[src/rtl/switch_debouncer_if.sv]
// Switch debouncer bus: raw switch levels and enable in, debounced levels and
// change strobe/mask out.
interface switch_debouncer_if;
    logic       en;
    logic       sw_a;
    logic       sw_b;
    logic       sw_c;
    logic       a;
    logic       b;
    logic       c;
    logic       chg;
    logic [2:0] chg_mask;

    modport master (
        output en, sw_a, sw_b, sw_c,
        input  a, b, c, chg, chg_mask
    );

    modport slave (
        input  en, sw_a, sw_b, sw_c,
        output a, b, c, chg, chg_mask
    );
endinterface

[src/rtl/switch_debouncer.sv]
// Three-channel switch debouncer: 2-flop synchronizer, persistence counter and
// stable level per channel, plus a registered change strobe with channel mask.
module switch_debouncer #(
    parameter int DEBOUNCE_CYCLES = 8,
    parameter int CNT_W           = 16
) (
    input  logic                clk,
    input  logic                rst_n,
    switch_debouncer_if.slave   bus
);
    localparam logic [CNT_W-1:0] LAST_CNT = CNT_W'(DEBOUNCE_CYCLES - 1);

    logic [2:0] raw;
    logic [2:0] s_vec;
    logic [2:0] mask_next;
    logic       chg_reg;
    logic [2:0] chg_mask_reg;

    assign raw = {bus.sw_c, bus.sw_b, bus.sw_a};

    generate
        for (genvar gi = 0; gi < 3; gi++) begin : gen_ch
            logic             sync1_reg;
            logic             sync2_reg;
            logic             s_reg;
            logic             s_next;
            logic [CNT_W-1:0] cnt_reg;
            logic [CNT_W-1:0] cnt_next;
            logic             accept;

            // Synchronizer runs regardless of en so the first enabled edge
            // already sees a settled level.
            always_ff @(posedge clk or negedge rst_n) begin
                if (!rst_n) begin
                    sync1_reg <= 1'b0;
                    sync2_reg <= 1'b0;
                end else begin
                    sync1_reg <= raw[gi];
                    sync2_reg <= sync1_reg;
                end
            end

            always_comb begin
                cnt_next = '0;
                s_next   = s_reg;
                accept   = 1'b0;
                if (bus.en && (sync2_reg != s_reg)) begin
                    if (cnt_reg >= LAST_CNT) begin
                        s_next = sync2_reg;
                        accept = 1'b1;
                    end else begin
                        cnt_next = cnt_reg + CNT_W'(1);
                    end
                end
            end

            always_ff @(posedge clk or negedge rst_n) begin
                if (!rst_n) begin
                    cnt_reg <= '0;
                    s_reg   <= 1'b0;
                end else begin
                    cnt_reg <= cnt_next;
                    s_reg   <= s_next;
                end
            end

            assign s_vec[gi]     = s_reg;
            assign mask_next[gi] = accept;
        end
    endgenerate

    always_ff @(posedge clk or negedge rst_n) begin
        if (!rst_n) begin
            chg_reg      <= 1'b0;
            chg_mask_reg <= 3'b000;
        end else begin
            chg_reg      <= |mask_next;
            chg_mask_reg <= mask_next;
        end
    end

    assign bus.a        = s_vec[0];
    assign bus.b        = s_vec[1];
    assign bus.c        = s_vec[2];
    assign bus.chg      = chg_reg;
    assign bus.chg_mask = chg_mask_reg;
endmodule
[src/flat_wrapper.sv]
// flat-port wrapper written by rule: the top's interface ports become plain ports
module switch_debouncer_flat 
#(
    parameter int DEBOUNCE_CYCLES = 8,
    parameter int CNT_W           = 16
)
  (clk, rst_n, bus_en, bus_sw_a, bus_sw_b, bus_sw_c, bus_a, bus_b, bus_c, bus_chg, bus_chg_mask);
  switch_debouncer_if bus_i ();
  input  logic clk;
  input  logic rst_n;
  input wire logic [$bits(bus_i.en)-1:0] bus_en;
  input wire logic [$bits(bus_i.sw_a)-1:0] bus_sw_a;
  input wire logic [$bits(bus_i.sw_b)-1:0] bus_sw_b;
  input wire logic [$bits(bus_i.sw_c)-1:0] bus_sw_c;
  output wire logic [$bits(bus_i.a)-1:0] bus_a;
  output wire logic [$bits(bus_i.b)-1:0] bus_b;
  output wire logic [$bits(bus_i.c)-1:0] bus_c;
  output wire logic [$bits(bus_i.chg)-1:0] bus_chg;
  output wire logic [$bits(bus_i.chg_mask)-1:0] bus_chg_mask;
  assign bus_i.en = bus_en;
  assign bus_i.sw_a = bus_sw_a;
  assign bus_i.sw_b = bus_sw_b;
  assign bus_i.sw_c = bus_sw_c;
  assign bus_a = bus_i.a;
  assign bus_b = bus_i.b;
  assign bus_c = bus_i.c;
  assign bus_chg = bus_i.chg;
  assign bus_chg_mask = bus_i.chg_mask;
  switch_debouncer #(.DEBOUNCE_CYCLES(DEBOUNCE_CYCLES), .CNT_W(CNT_W)) u_core (.clk(clk), .rst_n(rst_n), .bus(bus_i));
endmodule
[config.mk]
export PLATFORM = sky130hd
export DESIGN_NAME = switch_debouncer_flat
export DESIGN_NICKNAME = d
export VERILOG_FILES = /design/src/rtl/switch_debouncer_if.sv /design/src/rtl/switch_debouncer.sv /design/src/flat_wrapper.sv
export SDC_FILE = /design/constraint.sdc
export NUM_CORES = 1
export LEC_CHECK = 0
export BUFFER_PORTS_ARGS = -buffer_cell sky130_fd_sc_hd__buf_2
export CAP_MARGIN = 10
export CORE_ASPECT_RATIO = 0.75
export CORE_MARGIN = 2
export CORE_UTILIZATION = 62
export CTS_CLUSTER_DIAMETER = 100
export DETAILED_ROUTE_END_ITERATION = 8
export PLACE_DENSITY = 0.88
export SLEW_MARGIN = 20
export SYNTH_ARGS = -nofsm -noshare
export SYNTH_HDL_FRONTEND = slang
export SYNTH_SLANG_ARGS = --single-unit
[constraint.sdc]
create_clock -name clk -period 4.1 [get_ports clk]
set_input_delay 1.025 -clock clk [delete_from_list [all_inputs] [get_ports clk]]
set_output_delay 1.025 -clock clk [all_outputs]
set_load 0.01 [all_outputs]
# Word level (Yosys, flattened, before mapping)

Index checks and enable logic that the tools add are counted.
Widths: inputs -> output; s select.

Register bits after elaboration: 61
Bits of input ports: 6
Output and inout port bits: 7
Logic and storage cells: 42

Add/subtract/negate cells: 3
Order comparisons: 3
Equal/unequal tests: 3
Multiplexer cells: 12
Reduce and logical (&&, ||, !) cells: 7

Operators with widths:

| cell                  | number |
|---|---|
| $mux 16               | 6 |
| $add 16x1->16 const B | 3 |
| $ge 16x3->1 const B   | 3 |
| $mux 1                | 6 |
| $reduce_and 2->1      | 3 |
| $logic_and 1x1->1     | 3 |
| $ne 1x1->1            | 3 |
| $reduce_or 3->1       | 1 |

# Longest topological paths before layout

Word-level depth: 4
Depth in mapped cells: 5
Gate-level depth less buffers: 5

# Worst setup path after synthesis

Ideal clock, no wire load.

Kind: in2reg
From: input port bus_en
To: register u_core.gen_ch[1].s_reg, in the netlist u_core.bus.b
Library setup time: 128 ps
Arrival time: 1426 ps
Data required time: 3972 ps
Setup slack: 2547 ps
Stages: 2
Buffers on the path: 0
Cells stage by stage: nand3_1 mux2_1

Longest elaborated chain between the ends: 2

Ends and longest elaborated chain:

| item                       | RTL line               | text |
|---|---|---|
| start: declaration         | flat_wrapper.sv:11     | `input wire logic [$bits(bus_i.en)-1:0] bus_en;` |
| $logic_and 1x1->1          | switch_debouncer.sv:47 | `if (bus.en && (sync2_reg != s_reg)) begin` |
| $reduce_and 2->1 (no line) | --                     |  |
| end signal: assignment     | switch_debouncer.sv:63 | `s_reg <= s_next;` |
| end: declaration           | switch_debouncer.sv:25 | `logic s_reg;` |

No other way between the ends.
A chain may end at the register's enable or synchronous reset.

# Final worst setup path

From: register u_core.gen_ch[0].s_reg, in the netlist u_core.bus.a
To: output port bus_a

RTL lines:

| item                     | RTL line               | text |
|---|---|---|
| start: declaration       | switch_debouncer.sv:25 |  |
| start signal: assignment | switch_debouncer.sv:63 |  |
| end: declaration         | flat_wrapper.sv:15     | `output wire logic [$bits(bus_i.a)-1:0] bus_a;` |

No word-level cell between the ends.

==> out/qor.csv <==
stage;metric;value;unit
route;M1 WL;1210;um
layout;ratio of cells with drive above 1 in the final layout;0.225;
route;Wirelength per Cell;12.7;um
synth;area leader, netlist;dfrtp_1;
status;status;complete, no violations;
worst_setup_path;Worst Path Arrival;880;ps
layout;Area growth, synth to finish;21.2;%
layout;Util after Layout;0.801;
floorplan;Die W;69.0;um
cts;Post-CTS Resized;0;
power_and_ir_drop;Leakage;1.15;nW
worst_setup_path;CP max stage delay;400;ps
placed_design;Cell Area, Placed;2210;um2
cts;CTS tree;done;
route;met2 wire len;1440;um
global_route;vias in the first global route;1098;
layout;# nets final;191;
worst_hold_path;Hold Path Origin;u_core.gen_ch[0].sync1_reg;
worst_setup_path;Crit path max-delay family;flip-flops;
power_and_ir_drop;power density over the cells;524;nW/um2
global_route;GR Util All Layers;0.200;
route;Max Used Layer;met4;
placed_design;pre-CTS setup slack;2180;ps
worst_setup_path;reg2reg start;u_core.gen_ch[1].cnt_reg[0];
route;Antenna Nets Post-Route;0;
floorplan;row cnt;17;
synth;Ys Warns;0;
layout;area of the multi-input gates;549;um2
synth;register area share after synthesis;0.776;
worst_setup_path;Worst setup EP type;output port;
worst_setup_path;CP required;3070;ps
global_route;largest net degree at the start of global routing;35;
sta;TNS Setup;0;ps
synth;Top FF cell, synth;dfrtp_1;
worst_hold_path;Hold WC Path Type;reg2reg;
synth;Synth Area per Inst;16.0;um2
global_route;first-pass GRT wire length;4940;um
sta;Setup Skew;4.26;ps
layout;Final Cell Area;2380;um2
synth;asr flop ratio synth;1.00;
cts;number of CTS-inserted buffers;9;
route;vias per inst;4.51;
cts;Root Driver;clkbuf_8;
sta;actual slew at the worst max-slew pin;595;ps
synth;synthesized area;1970;um2
cts;# clock sinks;61;
cts;clock latency on the worst-skew pair;320;ps
placed_design;Placer Congestion;0.750;
route;final WL;2850;um
worst_setup_path;CP Cell Sequence;buf_2;
cts;H-tree levels;3;
worst_setup_path;CP Class;reg2out;
global_route;Remaining Overflow, GRT;0;
synth;Yosys reg bits;61;
sta;RSZ-0062 raised after global routing;no;
worst_setup_path;worst path buffer plus inverter count;1;
sta;worst setup margin;2200;ps
cts;post-CTS setup buffer count;0;
cts;clock buffer depth;2;
sta;Max Freq;0.525;GHz
placed_design;I/O Buffers;12;
global_route;initial antenna violation count;0;
sta;fin crit share;0.465;
cts;CTS clock-pin slew for the worst setup and hold paths;60;ps
floorplan;die height;52.8;um
worst_setup_path;Critical Path Start;u_core.bus.a;
synth;Synth area leaders;dfrtp_1 (78%), nor4_2 (3.8%), xor2_1 (2.7%), nor2_2 (2.5%), ha_1 (1.9%);
route;DR WL met3;115;um
layout;FILL cells;166;
worst_setup_path;crit-path max FO;3;
floorplan;die area;3640;um2
route;DR pass1 iterations;4;
floorplan;number of top-level pins;13;
floorplan;Core Area;2980;um2
placed_design;Post-DP HPWL;1930;um
route;1st-iter DRT viols;35;
worst_setup_path;Startpoint Class;register;
layout;number of flip-flops in the largest register;48;
layout;# diodes;0;
synth;Netlist cell types;16;
sta;min cycle time layout;1900;ps
synth;Synth Instances;123;
sta;Fin. Hold Viols;0;
route;drt drc;0;
power_and_ir_drop;Max VDD drop;0.427;mV
synth;Post-synth EDFFs;0;
sta;setup violators final;0;
layout;register area;1530;um2
route;total number of vias;1014;
job;MaxCap Viol Count;0;
synth;Yosys top cell area share;0.776;
worst_setup_path;slowest stage cell on the critical path;dfrtp_1;
cts;Post-CTS Hold Buffers;0;
sta;Slew Limit Fails;0;
floorplan;Starting Density;0.661;
sta;relative slew slack;0.604;
placed cells by master, fill, tap and decap left out:
| cell type | n |
|---|---|
| a211oi_1 | 3 |
| buf_2 | 12 |
| buf_4 | 1 |
| clkbuf_1 | 4 |
| clkbuf_8 | 11 |
| clkinv_2 | 1 |
| conb_1 | 36 |
| dfrtp_1 | 61 |
| ha_1 | 3 |
| inv_1 | 6 |
| mux2_1 | 3 |
| nand2_1 | 3 |
| nand3_1 | 7 |
| nand4_1 | 3 |
| nor2_1 | 5 |
| nor2_2 | 8 |
| nor3_1 | 3 |
| nor4_2 | 6 |
| or2_4 | 3 |
| xnor2_1 | 2 |
| xor2_1 | 6 |
path summary, 6_finish.rpt:
kind | to | slack [ps] | cells past startpoint
min reg2reg | u_core.gen_ch[0].sync2_reg | 340 | 0
max reg2reg | u_core.bus.b | 2340 | 5
min | u_core.gen_ch[0].sync2_reg | 340 | 0
max | bus_a | 2200 | 1
min in group asynchronous | u_core.gen_ch[1].cnt_reg[2] | 700 | 1
max in group asynchronous | u_core.gen_ch[0].cnt_reg[5] | 2570 | 2
per-layer routing:
metal	up-vias	global-route usage
li1	488	-
met1	502	0.229
met2	16	0.308
met3	8	0.0923
met4	0	0.134
met5	-	0
through the flow:
stage	power (mW)	hold slack [ps]	std cells
after CTS	1.27	343	225
after detailed placement	0.812	335	209
final	1.25	341	225
after floorplan	0.750	331	158
after global placement	0.804	337	209
after global routing	1.31	352	225
cell usage after synthesis, drive strengths merged (3+ instances only):
cell type	count
ha	3
or2	3
nor3	3
nor4	6
a211oi	3
nand2	3
mux2	3
nand4	3
xor2	6
dfrtp	61
nor2	13
nand3	7
inv	6
kinds of logic (layout without fill, tap and decap cells):
logic type,after synthesis,after routing,share of synthesized area
flip-flops,61,61,0.776
AO/OA/AOI/OAI,3,3,0.0114
XOR/XNOR,8,8,0.0356
AND/OR/NAND/NOR,38,38,0.127
other,1,36,0.00191
buffers and inverters,6,35,0.0114
adder cells (fa/ha/maj),3,3,0.0191
multiplexers,3,3,0.0172
where the power goes:
group          internal, mW  leakage [nW]  switching, mW
clock network         0.252        0.0877          0.196
logic                0.0479         0.316         0.0716
registers             0.653         0.742         0.0281
total                 0.953          1.15          0.296
cell type report:
| type | instances | area share |
|---|---|---|
| clock buffers | 15 | 0.0698 |
| clock inverters | 1 | 0.00210 |
| inverters | 6 | 0.00944 |
| multi-input cells | 91 | 0.230 |
| flip-flops and latches | 61 | 0.640 |
| well taps | 38 | 0.0199 |
| repair buffers | 13 | 0.0283 |
Power figures use the tool's default switching activity.
